[src/rtl/jk_seq_arbiter_if.sv]
// Requester/flip-flop side signals of jk_seq_arbiter, bundled for a single port.
interface jk_seq_arbiter_if #(
  parameter int N_REQ = 4
);
  logic [N_REQ-1:0]   req;
  logic [2*N_REQ-1:0] cmd;
  logic               ff_q;
  logic               j;
  logic               k;
  logic [N_REQ-1:0]   gnt;
  logic               done;
  logic               rd_q;
  logic               busy;
  logic               err;

  modport master (
    output req, cmd, ff_q,
    input  j, k, gnt, done, rd_q, busy, err
  );

  modport slave (
    input  req, cmd, ff_q,
    output j, k, gnt, done, rd_q, busy, err
  );
endinterface

[src/rtl/jk_seq_arbiter.sv]
// Round-robin arbiter sharing one external JK flip-flop among N_REQ requesters:
// each grant drives j/k for one cycle, then samples q and checks it against a tracked value.
module jk_seq_arbiter #(
  parameter int N_REQ = 4
) (
  input  logic            clk,
  input  logic            rst_n,
  jk_seq_arbiter_if.slave bus
);
  localparam int unsigned NU = N_REQ;
  localparam int unsigned PW = $clog2(N_REQ);
  localparam logic [N_REQ-1:0] ONE = 1;

  typedef enum logic [1:0] {IDLE, DRIVE, SAMPLE} state_t;
  typedef enum logic [1:0] {
    CMD_HOLD   = 2'b00,
    CMD_RESET  = 2'b01,
    CMD_SET    = 2'b10,
    CMD_TOGGLE = 2'b11
  } cmd_t;

  state_t           state, state_nxt;
  cmd_t             cmd_lat;
  logic [PW-1:0]    ptr, win, cand;
  logic [N_REQ-1:0] gnt_r;
  logic             rd_q_r, exp_valid, exp_q, err_r;
  logic             grant, in_drive, in_sample, new_exp, pinned, mismatch;

  always_comb begin
    win  = ptr;
    cand = ptr;
    // offsets visited from NU down to 1, so the last hit is the nearest index after ptr
    for (int unsigned i = 0; i < NU; i++) begin
      cand = PW'((32'(ptr) + NU - i) % NU);
      if (bus.req[cand]) win = cand;
    end
  end

  always_ff @(posedge clk) begin
    if (!rst_n) state <= IDLE;
    else        state <= state_nxt;
  end

  always_comb begin
    state_nxt = state;
    grant     = 1'b0;
    in_drive  = 1'b0;
    in_sample = 1'b0;
    case (state)
      IDLE: begin
        if (|bus.req) begin
          grant     = 1'b1;
          state_nxt = DRIVE;
        end
      end
      DRIVE: begin
        in_drive  = 1'b1;
        state_nxt = SAMPLE;
      end
      SAMPLE: begin
        in_sample = 1'b1;
        state_nxt = IDLE;
      end
      default: state_nxt = IDLE;
    endcase
  end

  // Before any SET/RESET the absolute q is unknown, so HOLD/TOGGLE adopt the observed q.
  always_comb begin
    new_exp = exp_q;
    case (cmd_lat)
      CMD_HOLD:   new_exp = exp_valid ? exp_q : bus.ff_q;
      CMD_RESET:  new_exp = 1'b0;
      CMD_SET:    new_exp = 1'b1;
      CMD_TOGGLE: new_exp = exp_valid ? ~exp_q : bus.ff_q;
      default:    new_exp = exp_q;
    endcase
  end

  assign pinned   = (cmd_lat == CMD_SET) || (cmd_lat == CMD_RESET);
  assign mismatch = in_sample && (exp_valid || pinned) && (bus.ff_q != new_exp);

  always_ff @(posedge clk) begin
    if (!rst_n) begin
      gnt_r     <= '0;
      cmd_lat   <= CMD_HOLD;
      ptr       <= PW'(NU - 1);
      rd_q_r    <= 1'b0;
      exp_valid <= 1'b0;
      exp_q     <= 1'b0;
      err_r     <= 1'b0;
    end else begin
      if (grant) begin
        gnt_r   <= ONE << win;
        cmd_lat <= cmd_t'(bus.cmd[{win, 1'b0} +: 2]);
        ptr     <= win;
      end
      if (in_sample) begin
        gnt_r     <= '0;
        rd_q_r    <= bus.ff_q;
        exp_q     <= new_exp;
        exp_valid <= exp_valid | pinned;
        err_r     <= err_r | mismatch;
      end
    end
  end

  assign bus.j    = in_drive & cmd_lat[1];
  assign bus.k    = in_drive & cmd_lat[0];
  assign bus.gnt  = gnt_r;
  assign bus.done = in_sample;
  assign bus.busy = in_drive | in_sample;
  // the sampled value is visible alongside done, then held by the register
  assign bus.rd_q = in_sample ? bus.ff_q : rd_q_r;
  assign bus.err  = err_r | mismatch;
endmodule

[src/flat_wrapper.sv]
// flat-port wrapper written by rule: the top's interface ports become plain ports
module jk_seq_arbiter_flat 
#(
  parameter int N_REQ = 4
)
  (clk, rst_n, bus_req, bus_cmd, bus_ff_q, bus_j, bus_k, bus_gnt, bus_done, bus_rd_q, bus_busy, bus_err);
  jk_seq_arbiter_if #(.N_REQ(N_REQ)) bus_i ();
  input  logic clk;
  input  logic rst_n;
  input wire logic [$bits(bus_i.req)-1:0] bus_req;
  input wire logic [$bits(bus_i.cmd)-1:0] bus_cmd;
  input wire logic [$bits(bus_i.ff_q)-1:0] bus_ff_q;
  output wire logic [$bits(bus_i.j)-1:0] bus_j;
  output wire logic [$bits(bus_i.k)-1:0] bus_k;
  output wire logic [$bits(bus_i.gnt)-1:0] bus_gnt;
  output wire logic [$bits(bus_i.done)-1:0] bus_done;
  output wire logic [$bits(bus_i.rd_q)-1:0] bus_rd_q;
  output wire logic [$bits(bus_i.busy)-1:0] bus_busy;
  output wire logic [$bits(bus_i.err)-1:0] bus_err;
  assign bus_i.req = bus_req;
  assign bus_i.cmd = bus_cmd;
  assign bus_i.ff_q = bus_ff_q;
  assign bus_j = bus_i.j;
  assign bus_k = bus_i.k;
  assign bus_gnt = bus_i.gnt;
  assign bus_done = bus_i.done;
  assign bus_rd_q = bus_i.rd_q;
  assign bus_busy = bus_i.busy;
  assign bus_err = bus_i.err;
  jk_seq_arbiter #(.N_REQ(N_REQ)) u_core (.clk(clk), .rst_n(rst_n), .bus(bus_i));
endmodule
[config.mk]
export PLATFORM = sky130hd
export DESIGN_NAME = jk_seq_arbiter_flat
export DESIGN_NICKNAME = d
export VERILOG_FILES = /design/src/rtl/jk_seq_arbiter_if.sv /design/src/rtl/jk_seq_arbiter.sv /design/src/flat_wrapper.sv
export SDC_FILE = /design/constraint.sdc
export NUM_CORES = 1
export LEC_CHECK = 0
export CORE_UTILIZATION = 41
export DETAILED_ROUTE_END_ITERATION = 8
export HOLD_SLACK_MARGIN = 0.1
export PLACE_DENSITY = 0.73
export SETUP_SLACK_MARGIN = 0.05
export SYNTH_ARGS = -nofsm -noshare
export SYNTH_HDL_FRONTEND = slang
export SYNTH_SLANG_ARGS = --single-unit
[constraint.sdc]
create_clock -name clk -period 1.5 [get_ports clk]
set_clock_uncertainty 0.2 [all_clocks]
set_input_delay 0.15 -clock clk [delete_from_list [all_inputs] [get_ports clk]]
set_output_delay 0.15 -clock clk [all_outputs]
set_load 0.1 [all_outputs]
==> metrics.md <==
| Metric | Value |
|---|---|
| Fraction of layout cells with a size suffix above 1 | `between 60% and 70%` |
| CTS tree | `built` |
| Post-synthesis cell count | `98` |
| DRT antenna net count | `0` |
| DR iter-0 viols | `23` |
| Worst-case clock buffer depth | `2` |
| Internal | `a little over 0.001 W` |
| Finished Layout Cells | `around 180` |
| Setup tns final | `-2.133 ns` |
| Vias in the first global route | `917` |
| Fin util | `88.52%` |
| Crit start category | `flop` |
| Row cnt | `16` |
| Worst slew pin tran | `0.3809 ns` |
| DR DRC count | `0` |
| RD Place Congestion | `~0.81` |
| Crit-path cells | `inv_4 > ha_4 > a22oi_2 > o22ai_2 > xnor2_1 > buf_4 > o21bai_4 > buf_12` |
| Final net count | `179` |
| Inst Count DP | `173` |
| Final-report setup violation count | `13` |
| WP data arrival | `1.77 ns` |
| Worst setup margin | `-0.6152 ns` |
| Syn nets | `around 120` |
| Die ar. | `between 0.002 and 0.0025 mm^2` |
| Avg WL per Cell | `between 15 and 20 um` |
| Final WL | `around 3.3 mm` |
| Clock sinks | `14` |
| Post-synth EDFFs | `0` |
| Switching share of total power | `between 40% and 50%` |
| Hold path depth | `5` |
| Peak VDD IR | `approximately 0.79 mV` |
| Root buffer cell | `clkbuf_4` |
| N_diodes | `0` |
| Rel. slew slack | `around 75%` |
| Ys async rst share | `0%` |
| Final min period | `around 2.1 ns` |
| H-tree depth | `1` |
| Unrepaired setup endpoints after global routing | `yes` |
| Total gr overflow | `0` |
| Hold Fails Final Rpt | `0` |
| CP max stage cell | `dfxtp_4` |
| Max-cap violations | `0` |
| TritonRoute pass-1 iters | `4` |
| Leakage Power | `0.7026 nW` |
| Initial Util | `between 40% and 50%` |
| Skew-Pair Late Insertion Delay | `0.28 ns` |
| Core footprint | `a little under 0.002 mm^2` |
| WS Path Type | `flop to primary output` |
| Max Fanout on Critical Path | `4` |
| Routed vias | `between 1k and 1.5k` |
| Psw | `0.0007197 W` |
| Clock power share | `~16%` |
| HPWL Detailed | `between 1.5 and 2 mm` |
| Sequential Power Share | `between 20% and 30%` |
| Port-buffer cells | `24` |
| Fmax | `0.4728 GHz` |
| Die height | `~48 um` |
| Hold WS | `between 0.15 and 0.2 ns` |
| Part of the cycle the worst path needs | `141.0%` |
| Buf+Inv Stages, Crit Path | `3` |
| CP Capture Type | `primary output` |
| Gr usage total | `between 20% and 30%` |
| Worst hold path class | `primary input to flop` |
| CTS buffer count | `3` |
| Final Cell Area | `between 0.0015 and 0.002 mm^2` |
| Crit path max-delay family | `flip-flops` |
| Sequential area share after synthesis | `32.56%` |
| Max Slew Vio Count | `0` |
| Io pins | `25` |
| Failing checks | `negative setup slack` |
| Post-Syn Area per Cell | `slightly below 9 um^2` |
| Logic gate share of total power | `a little under three fifths` |
| Largest net degree at the start of global routing | `9` |
| CP Depth | `8` |
| Initial antenna violation count | `0` |
| Die X | `47.82 um` |
| Via/cell ratio | `approximately 5.6` |
| Crit path largest cell delay | `approximately 0.4 ns` |
| Wire length of the first global-routing pass | `a little under 4 mm` |
| Outcome | `complete, but fails checks` |
| CTS Hold Bufs | `0` |
| Synth Warn # | `0` |
| Yosys reg bits | `14` |
| Cell Area, Synth | `around 860 um^2` |
| Post-DP Area | `roughly 0.0015 mm^2` |
| Primary FF master, synth | `dfxtp_1` |
| Reg2reg path depth | `8` |
| Clock-pin slew on the worst setup and hold paths | `roughly 0.09 ns` |
| PD cells | `between 1000 and 1500 mW/mm^2` |
| Area growth from synthesis to layout | `101.7%` |
| Cell variety after synth | `36` |
| WP data required | `approximately 1.2 ns` |
==> layout make-up <==
cell class                 instances  area [um^2]
inverter                           8        37.54
tap                               27        33.78
timing repair buffer              57        609.3
fill                              97        225.2
multi-input combinational         74        725.7
sequential                        14        294.0
clock buffer                       4        36.28
==> cells by family (layout without fill, tap and decap cells) <==
logic type | count (synthesis) | after routing | synth area share [%]
flops | 14 | 14 | 32.56
xor+xnor | 1 | 1 | 1.018
mux | 4 | 4 | 4.797
simple gates | 35 | 35 | 22.10
compound gates | 28 | 28 | 25.58
fa+ha+maj | 6 | 6 | 8.721
buf+inv | 10 | 69 | 5.232
==> stage by stage <==
stage | power (W) | setup slack (ns)
final | 0.001760 | -0.6152
after global routing | 0.001829 | -0.6862
after CTS | 0.001644 | -0.5578
after detailed placement | 0.001290 | -0.4992
after global placement | 0.001268 | -0.4656
after floorplan | 0.0009591 | -0.3217
==> path summary, 6_finish.rpt <==
| path | slack (ns) | endpoint | start |
|---|---|---|---|
| worst max-delay path | -0.62 | bus_err | u_core.cmd_lat[1]$_SDFFE_PN0P_ |
| worst min register to register | 0.30 | u_core.err_r$_SDFFE_PN0P_ | u_core.err_r$_SDFFE_PN0P_ |
| worst min-delay path | 0.15 | u_core.state[1]$_SDFFE_PN0P_ | bus_req[1] |
| worst max register to register | -0.22 | u_core.err_r$_SDFFE_PN0P_ | u_core.cmd_lat[1]$_SDFFE_PN0P_ |
==> cell usage after synthesis, drive strengths merged, types with 2 or more instances <==
| library cell | number | area (um^2) |
|---|---|---|
| dfxtp | 14 | 280.3 |
| nand2 | 11 | 41.29 |
| inv | 8 | 30.03 |
| nor2 | 7 | 26.28 |
| a21oi | 6 | 30.03 |
| ha | 6 | 75.07 |
| o21ai | 6 | 33.78 |
| a211oi | 4 | 50.05 |
| and2 | 4 | 27.53 |
| mux2i | 3 | 30.03 |
| nor2b | 3 | 26.27 |
| a31oi | 2 | 12.51 |
| nand2b | 2 | 12.51 |
| nand3 | 2 | 10.01 |
| o211ai | 2 | 15.01 |
| o22ai | 2 | 12.51 |
==> layout by cell type, fill, tap and decap left out, types with 4 or more instances in the layout <==
cell type,netlist,final
buf_6,1,7
dfxtp_1,14,9
buf_4,0,26
a211oi_2,4,4
ha_4,0,5
buf_12,0,10
inv_1,8,4
clkdlybuf4s50_1,0,10
nand2_1,11,10
nor2_1,7,7
==> sequential cells by signal (all words and copies together) (netlist names) <==
signal,count
u_core.cmd_lat,2
u_core.exp_valid,1
u_core.exp_q,1
u_core.state,2
u_core.bus.gnt,4
u_core.ptr,2
u_core.rd_q_r,1
u_core.err_r,1
==> power groups by stage <==
stage	combinational [W]	sequential, W	clock [W]
final	0.00100	0.000477	0.000278
after global routing	0.00105	0.000479	0.000303
after CTS	0.000903	0.000460	0.000281
after detailed placement	0.000824	0.000465	0
after global placement	0.000804	0.000464	0
after floorplan	0.000420	0.000539	0
==> routing by layer <==
layer / share of wire [%] / global-route usage [%] / up-vias
li1: - / - / 465
met1: 40 / 30.61 / 498
met2: 54 / 41.89 / 55
met3: 4.3 / 3.019 / 14
met4: 2.3 / 10.56 / 0
met5: 0 / 0 / -
==> repair_timing <==
action | CTS | global route
gates resized for setup | 32 | 19
pin swaps | 14 | 6
hold endpoints to repair | 0 | 0
endpoints found under the setup margin | 16 | 16
setup buffers | 4 | 4
==> worst register-to-register path, cell delays in order, from the launching register on <==
cell	delay (ns)
dfxtp_4	0.40
inv_4	0.05
ha_4	0.17
a22oi_2	0.13
o22ai_2	0.11
xnor2_1	0.14
buf_4	0.15
buf_4	0.13
o31ai_2	0.15
(Power assumes the default switching activity.)
